[config.mk]
export PLATFORM = sky130hd
export DESIGN_NAME = axi_lite_master
export DESIGN_NICKNAME = d
export VERILOG_FILES = /design/src/rtl/axi_lite_pkg.sv /design/src/rtl/phase_timer.sv /design/src/rtl/axi_lite_master.sv
export SDC_FILE = /design/constraint.sdc
export NUM_CORES = 1
export LEC_CHECK = 0
export ABC_AREA = 1
export BUFFER_PORTS_ARGS = -buffer_cell sky130_fd_sc_hd__buf_2
export CAP_MARGIN = 15
export CORE_MARGIN = 3
export CORE_UTILIZATION = 42
export CTS_CLUSTER_DIAMETER = 60
export DETAILED_ROUTE_END_ITERATION = 12
export PLACE_DENSITY = 0.73
export SYNTH_ARGS = -nofsm -noshare
export SYNTH_HDL_FRONTEND = slang
export SYNTH_SLANG_ARGS = --single-unit
[constraint.sdc]
create_clock -name m_axi_aclk -period 3.7 [get_ports m_axi_aclk]
set_input_delay 0.925 -clock m_axi_aclk [delete_from_list [all_inputs] [get_ports m_axi_aclk]]
set_output_delay 0.925 -clock m_axi_aclk [all_outputs]
set_load 0.02 [all_outputs]
[src/rtl/axi_lite_pkg.sv]
// axi_lite_pkg: AXI4-Lite encodings shared by the master FSM and the register-file side
package axi_lite_pkg;
    typedef enum logic [2:0] {IDLE, WRITE, WRESP, RADDR, RDATA, RESP} state_t;
    localparam logic [1:0] RESP_OKAY    = 2'b00;
    localparam logic [2:0] PROT_DEFAULT = 3'b000;
endpackage

[src/rtl/phase_timer.sv]
// phase_timer: per-phase wait counter; expired flags the last cycle a phase may wait
module phase_timer #(
    parameter int TIMEOUT_CYCLES = 255
) (
    input  logic clk,
    input  logic rst,
    input  logic clear,
    input  logic enable,
    output logic expired
);
    localparam int W = $clog2(TIMEOUT_CYCLES + 1);
    logic [W-1:0] count;
    always_ff @(posedge clk or posedge rst) begin
        if (rst) count <= '0;
        else if (clear) count <= '0;
        else if (enable) count <= count + W'(1);
    end
    // count is zero in the first cycle of a phase, so this is the TIMEOUT_CYCLES-th cycle
    assign expired = enable && count == W'(TIMEOUT_CYCLES - 1);
endmodule

[src/rtl/axi_lite_master.sv]
// axi_lite_master: single-outstanding command-to-AXI4-Lite bridge with per-phase timeout
module axi_lite_master
    import axi_lite_pkg::*;
#(
    parameter int AXI_DATA_WIDTH = 32,
    parameter int AXI_ADDR_WIDTH = 32,
    parameter int AXI_STRB_WIDTH = AXI_DATA_WIDTH / 8,
    parameter int TIMEOUT_CYCLES = 255
) (
    input  logic                      m_axi_aclk,
    input  logic                      m_axi_rst,
    input  logic                      cmd_valid,
    output logic                      cmd_ready,
    input  logic                      cmd_wr,
    input  logic [AXI_ADDR_WIDTH-1:0] cmd_addr,
    input  logic [AXI_DATA_WIDTH-1:0] cmd_wdata,
    output logic                      rsp_valid,
    input  logic                      rsp_ready,
    output logic [AXI_DATA_WIDTH-1:0] rsp_rdata,
    output logic                      rsp_err,
    output logic                      rsp_timeout,
    output logic                      m_axi_awvalid,
    input  logic                      m_axi_awready,
    output logic [AXI_ADDR_WIDTH-1:0] m_axi_awaddr,
    output logic [2:0]                m_axi_awprot,
    output logic                      m_axi_wvalid,
    input  logic                      m_axi_wready,
    output logic [AXI_DATA_WIDTH-1:0] m_axi_wdata,
    output logic [AXI_STRB_WIDTH-1:0] m_axi_wstrb,
    input  logic                      m_axi_bvalid,
    output logic                      m_axi_bready,
    input  logic [1:0]                m_axi_bresp,
    output logic                      m_axi_arvalid,
    input  logic                      m_axi_arready,
    output logic [AXI_ADDR_WIDTH-1:0] m_axi_araddr,
    output logic [2:0]                m_axi_arprot,
    input  logic                      m_axi_rvalid,
    output logic                      m_axi_rready,
    input  logic [AXI_DATA_WIDTH-1:0] m_axi_rdata,
    input  logic [1:0]                m_axi_rresp
);
    state_t state, state_next;
    logic [AXI_ADDR_WIDTH-1:0] addr_q;
    logic [AXI_DATA_WIDTH-1:0] wdata_q;
    logic aw_done, w_done, expired, timed;
    logic aw_hs, w_hs, b_hs, ar_hs, r_hs;

    // every AXI-facing control is decoded from registered state, so reset drops them at once
    assign cmd_ready     = state == IDLE;
    assign rsp_valid     = state == RESP;
    assign m_axi_awvalid = state == WRITE && !aw_done;
    assign m_axi_wvalid  = state == WRITE && !w_done;
    assign m_axi_bready  = state == WRESP;
    assign m_axi_arvalid = state == RADDR;
    assign m_axi_rready  = state == RDATA;
    assign m_axi_awaddr  = addr_q;
    assign m_axi_araddr  = addr_q;
    assign m_axi_wdata   = wdata_q;
    assign m_axi_wstrb   = '1;
    assign m_axi_awprot  = PROT_DEFAULT;
    assign m_axi_arprot  = PROT_DEFAULT;

    assign aw_hs = m_axi_awvalid && m_axi_awready;
    assign w_hs  = m_axi_wvalid && m_axi_wready;
    assign b_hs  = m_axi_bvalid && m_axi_bready;
    assign ar_hs = m_axi_arvalid && m_axi_arready;
    assign r_hs  = m_axi_rvalid && m_axi_rready;
    assign timed = state inside {WRITE, WRESP, RADDR, RDATA};

    phase_timer #(.TIMEOUT_CYCLES(TIMEOUT_CYCLES)) u_timer (
        .clk(m_axi_aclk),
        .rst(m_axi_rst),
        .clear(state != state_next),
        .enable(timed),
        .expired(expired)
    );

    always_ff @(posedge m_axi_aclk or posedge m_axi_rst) begin
        if (m_axi_rst) state <= IDLE;
        else state <= state_next;
    end

    // handshakes are tested before expiry so a last-cycle handshake still succeeds
    always_comb begin
        state_next = state;
        case (state)
            IDLE:    if (cmd_valid) state_next = cmd_wr ? WRITE : RADDR;
            WRITE:   if ((aw_done || aw_hs) && (w_done || w_hs)) state_next = WRESP;
                     else if (expired) state_next = RESP;
            WRESP:   if (b_hs || expired) state_next = RESP;
            RADDR:   if (ar_hs) state_next = RDATA;
                     else if (expired) state_next = RESP;
            RDATA:   if (r_hs || expired) state_next = RESP;
            RESP:    if (rsp_ready) state_next = IDLE;
            default: state_next = IDLE;
        endcase
    end

    always_ff @(posedge m_axi_aclk or posedge m_axi_rst) begin
        if (m_axi_rst) begin
            addr_q      <= '0;
            wdata_q     <= '0;
            aw_done     <= 1'b0;
            w_done      <= 1'b0;
            rsp_rdata   <= '0;
            rsp_err     <= 1'b0;
            rsp_timeout <= 1'b0;
        end else begin
            if (cmd_valid && cmd_ready) begin
                addr_q  <= cmd_addr;
                wdata_q <= cmd_wdata;
            end
            aw_done <= state == WRITE && (aw_done || aw_hs);
            w_done  <= state == WRITE && (w_done || w_hs);
            if (b_hs) begin
                rsp_rdata   <= '0;
                rsp_err     <= m_axi_bresp != RESP_OKAY;
                rsp_timeout <= 1'b0;
            end else if (r_hs) begin
                rsp_rdata   <= m_axi_rdata;
                rsp_err     <= m_axi_rresp != RESP_OKAY;
                rsp_timeout <= 1'b0;
            end else if (expired && state_next == RESP) begin
                rsp_rdata   <= '0;
                rsp_err     <= 1'b1;
                rsp_timeout <= 1'b1;
            end
        end
    end
endmodule

==> summary.txt <==
Status
  • Status: complete, no violations

Placement
  • Hpwl dp: 8940 um
  • Buffers on Ports: 246
  • Gpl congestion: 0.855
  • Placement Cell Area: 6160 um2
  • DP Cell Count: 786
  • Place WS: 1.19 ns

GRT
  • Routing usage on met1: 20.8%
  • Total gr overflow: 0
  • GR met3 Demand/Resource: 4.51%
  • Vias in the first global route: 3866
  • Initial antenna violation count: 0
  • Routing usage on met2: 27.7%
  • Largest net degree at the start of global routing: 66
  • First-pass GRT wire length: 18100 um
  • GRT Max-Usage Layer: met2
  • GRT Overall Usage: 16.7%

Synth
  • Mapped cell area: 5110 um2
  • Syn Area/Cell: 11.5 um2
  • Top post-synthesis cells by count: 111 x dfrtp_1, 90 x nand2_1, 64 x mux2_2
  • Most frequent cell after synthesis: dfrtp_1
  • EDFF count, synth: 0
  • Top cells by area, synth: dfrtp_1 54%, mux2_2 14%, nand2_1 6.6%
  • Synth cell types: 30
  • Leading area contributor after synthesis: dfrtp_1
  • Register bit total from synthesis: 111
  • Top-area cell type share of the netlist area: 54.3%
  • YS warnings: 0
  • Register area share after synthesis: 54.3%
  • FFs w/ async S/R, synth: 100%
  • Most used DFF post-synth: dfrtp_1
  • Gate Count Post-Synth: 444

Flow run
  • Max Cap Viol: 0

Power
  • Overall Power: 5.98 mW
  • Power per cell area: 923 nW/um2
  • Pleak: 3.51 nW
  • Peak supply drop: 555 uV

Timing
  • Ratio of final minimum period to clock period: 64.7%
  • Hold_ws: 0.498 ns
  • Final worst slack: 1.31 ns
  • TNS Setup: 0 ns
  • Post-layout min period: 2.39 ns
  • Final hold viol count: 0
  • Max Clk Rate: 0.418 GHz
  • Relative slew slack: 35.8%
  • Setup-failing EPs final: 0
  • Worst Skew: 0.00565 ns
  • Fin. max-slew vios: 0
  • Tightest Pin Transition: 0.962 ns
  • Setup repair after global routing missed its margin: no

Worst setup path
  • Worst Setup Path Type: reg2out
  • Launch point of the worst path: state[2]$_DFF_PP0_
  • WP data required: 2.77 ns
  • RR Startpoint: state[0]$_DFF_PP0_
  • WP data arrival: 1.47 ns
  • Startpoint Class: flop
  • Crit. End Element: primary output
  • Critical Path Fanout Max: 7

Die
  • Core box area: 11700 um2
  • Die Width: 116 um
  • Initial Util: 43.8%
  • Rows: 39
  • Die area: 13500 um2
  • I/O pin cnt: 257
  • Die H: 116 um

Min path
  • Worst min path class: reg2reg
  • Hold Path Origin: m_axi_wdata[19]$_DFFE_PP0P_

Clock network
  • CTS max path bufs: 2
  • CTS resizes: 0
  • Clock Tree Root: clkbuf_16
  • Num CTS Buffers: 9
  • TritonCTS clock tree: yes
  • CTS Sinks: 111
  • Clock Pin Slew Worst Setup and Hold Paths: 0.07 ns
  • Worst-Skew Late Latency: 0.34 ns
  • H-tree Lvls: 3
  • Postcts setup bufs: 0
  • Cts hold-fix bufs: 0

Route
  • Detailed-route DRC error count: 0
  • TritonRoute pass-1 iters: 4
  • Wire per inst: 14.7 um
  • Vias per inst: 4.78
  • Final WL: 11800 um
  • Via count: 3830
  • Drt first-iter violations: 198
  • Final ANT Viol Nets: 0

Layout
  • Final #Nets: 766
  • Area Overhead vs Synth: 26.7%
  • Non-Filler Instances: 802
  • Layout cells sized above 1: 58.4%
  • Design area: 6480 um2
  • Post-Route Utilization: 55.6%
  • Ant diodes: 0
[cells by family after synthesis]
kind of cell / share of synthesized area [%]
AO/OA/AOI/OAI: 1.27
XOR/XNOR: 1.20
adder cells (fa/ha/maj): 0.489
buffers and inverters: 9.98
flip-flops: 54.3
multiplexers: 14.1
other: 0.147
AND/OR/NAND/NOR: 18.5
[routing by layer]
layer	vias to the layer above	share of wire, %
li1	1820	-
met5	-	0
met3	16	7.6
met1	1832	42
met4	0	1.6
met2	162	49
[power by group]
group	internal [mW]	switching, mW
registers	1.73	0.346
clock network	0.595	0.442
logic	1.08	1.79
total	3.41	2.58
[worst max-delay path: stages, from the launching register on]
cell,delay [ns]
dfrtp_1,0.43
inv_2,0.17
nand2_2,0.12
inv_1,0.07
nand2_1,0.09
inv_1,0.07
buf_2,0.16
[layout make-up]
type,count,area (um2)
fillers,1020,5180
well taps,143,179
clock buffers,9,225
multi-input cells,261,1860
flip-flops and latches,111,2780
repair buffers,250,1260
clock inverters,7,97.6
inverters,21,82.6
[registers in the layout, summed over array words and instances, names as in the netlist, 3 cells and up]
name and flops:
u_timer.count 8, rsp_rdata 32, state 3, m_axi_araddr 32, m_axi_wdata 32
[layout by cell type, fill, tap and decap left out]
| cell type | instances |
|---|---|
| a21oi_1 | 4 |
| a21oi_2 | 3 |
| buf_2 | 246 |
| buf_4 | 4 |
| bufinv_16 | 2 |
| clkbuf_16 | 9 |
| clkinv_1 | 1 |
| clkinv_2 | 1 |
| clkinv_4 | 2 |
| clkinvlp_4 | 3 |
| conb_1 | 10 |
| dfrtp_1 | 111 |
| ha_1 | 2 |
| inv_1 | 14 |
| inv_2 | 5 |
| mux2_2 | 64 |
| nand2_1 | 89 |
| nand2_2 | 5 |
| nand2_4 | 1 |
| nand3_1 | 11 |
| nand3_2 | 31 |
| nand3_4 | 3 |
| nand3b_1 | 1 |
| nand4_1 | 5 |
| nor2_1 | 14 |
| nor2_2 | 3 |
| nor2_4 | 2 |
| nor3_1 | 2 |
| nor3_2 | 1 |
| o2111ai_1 | 1 |
| o21ai_0 | 2 |
| xor2_1 | 7 |
[worst paths after layout]
check | endpoint | slack (ns) | cells past startpoint
worst min register to register | m_axi_wdata[19]$_DFFE_PP0P_ | 0.50 | 1
min in group asynchronous | m_axi_araddr[12]$_DFFE_PP0P_ | 0.81 | 3
worst max-delay path | m_axi_arvalid | 1.31 | 6
worst min-delay path | m_axi_wdata[19]$_DFFE_PP0P_ | 0.50 | 1
worst max register to register | rsp_rdata[28]$_DFFE_PP0P_ | 1.38 | 10
max in group asynchronous | m_axi_araddr[22]$_DFFE_PP0P_ | 2.41 | 3
(Power assumes the default switching activity.)
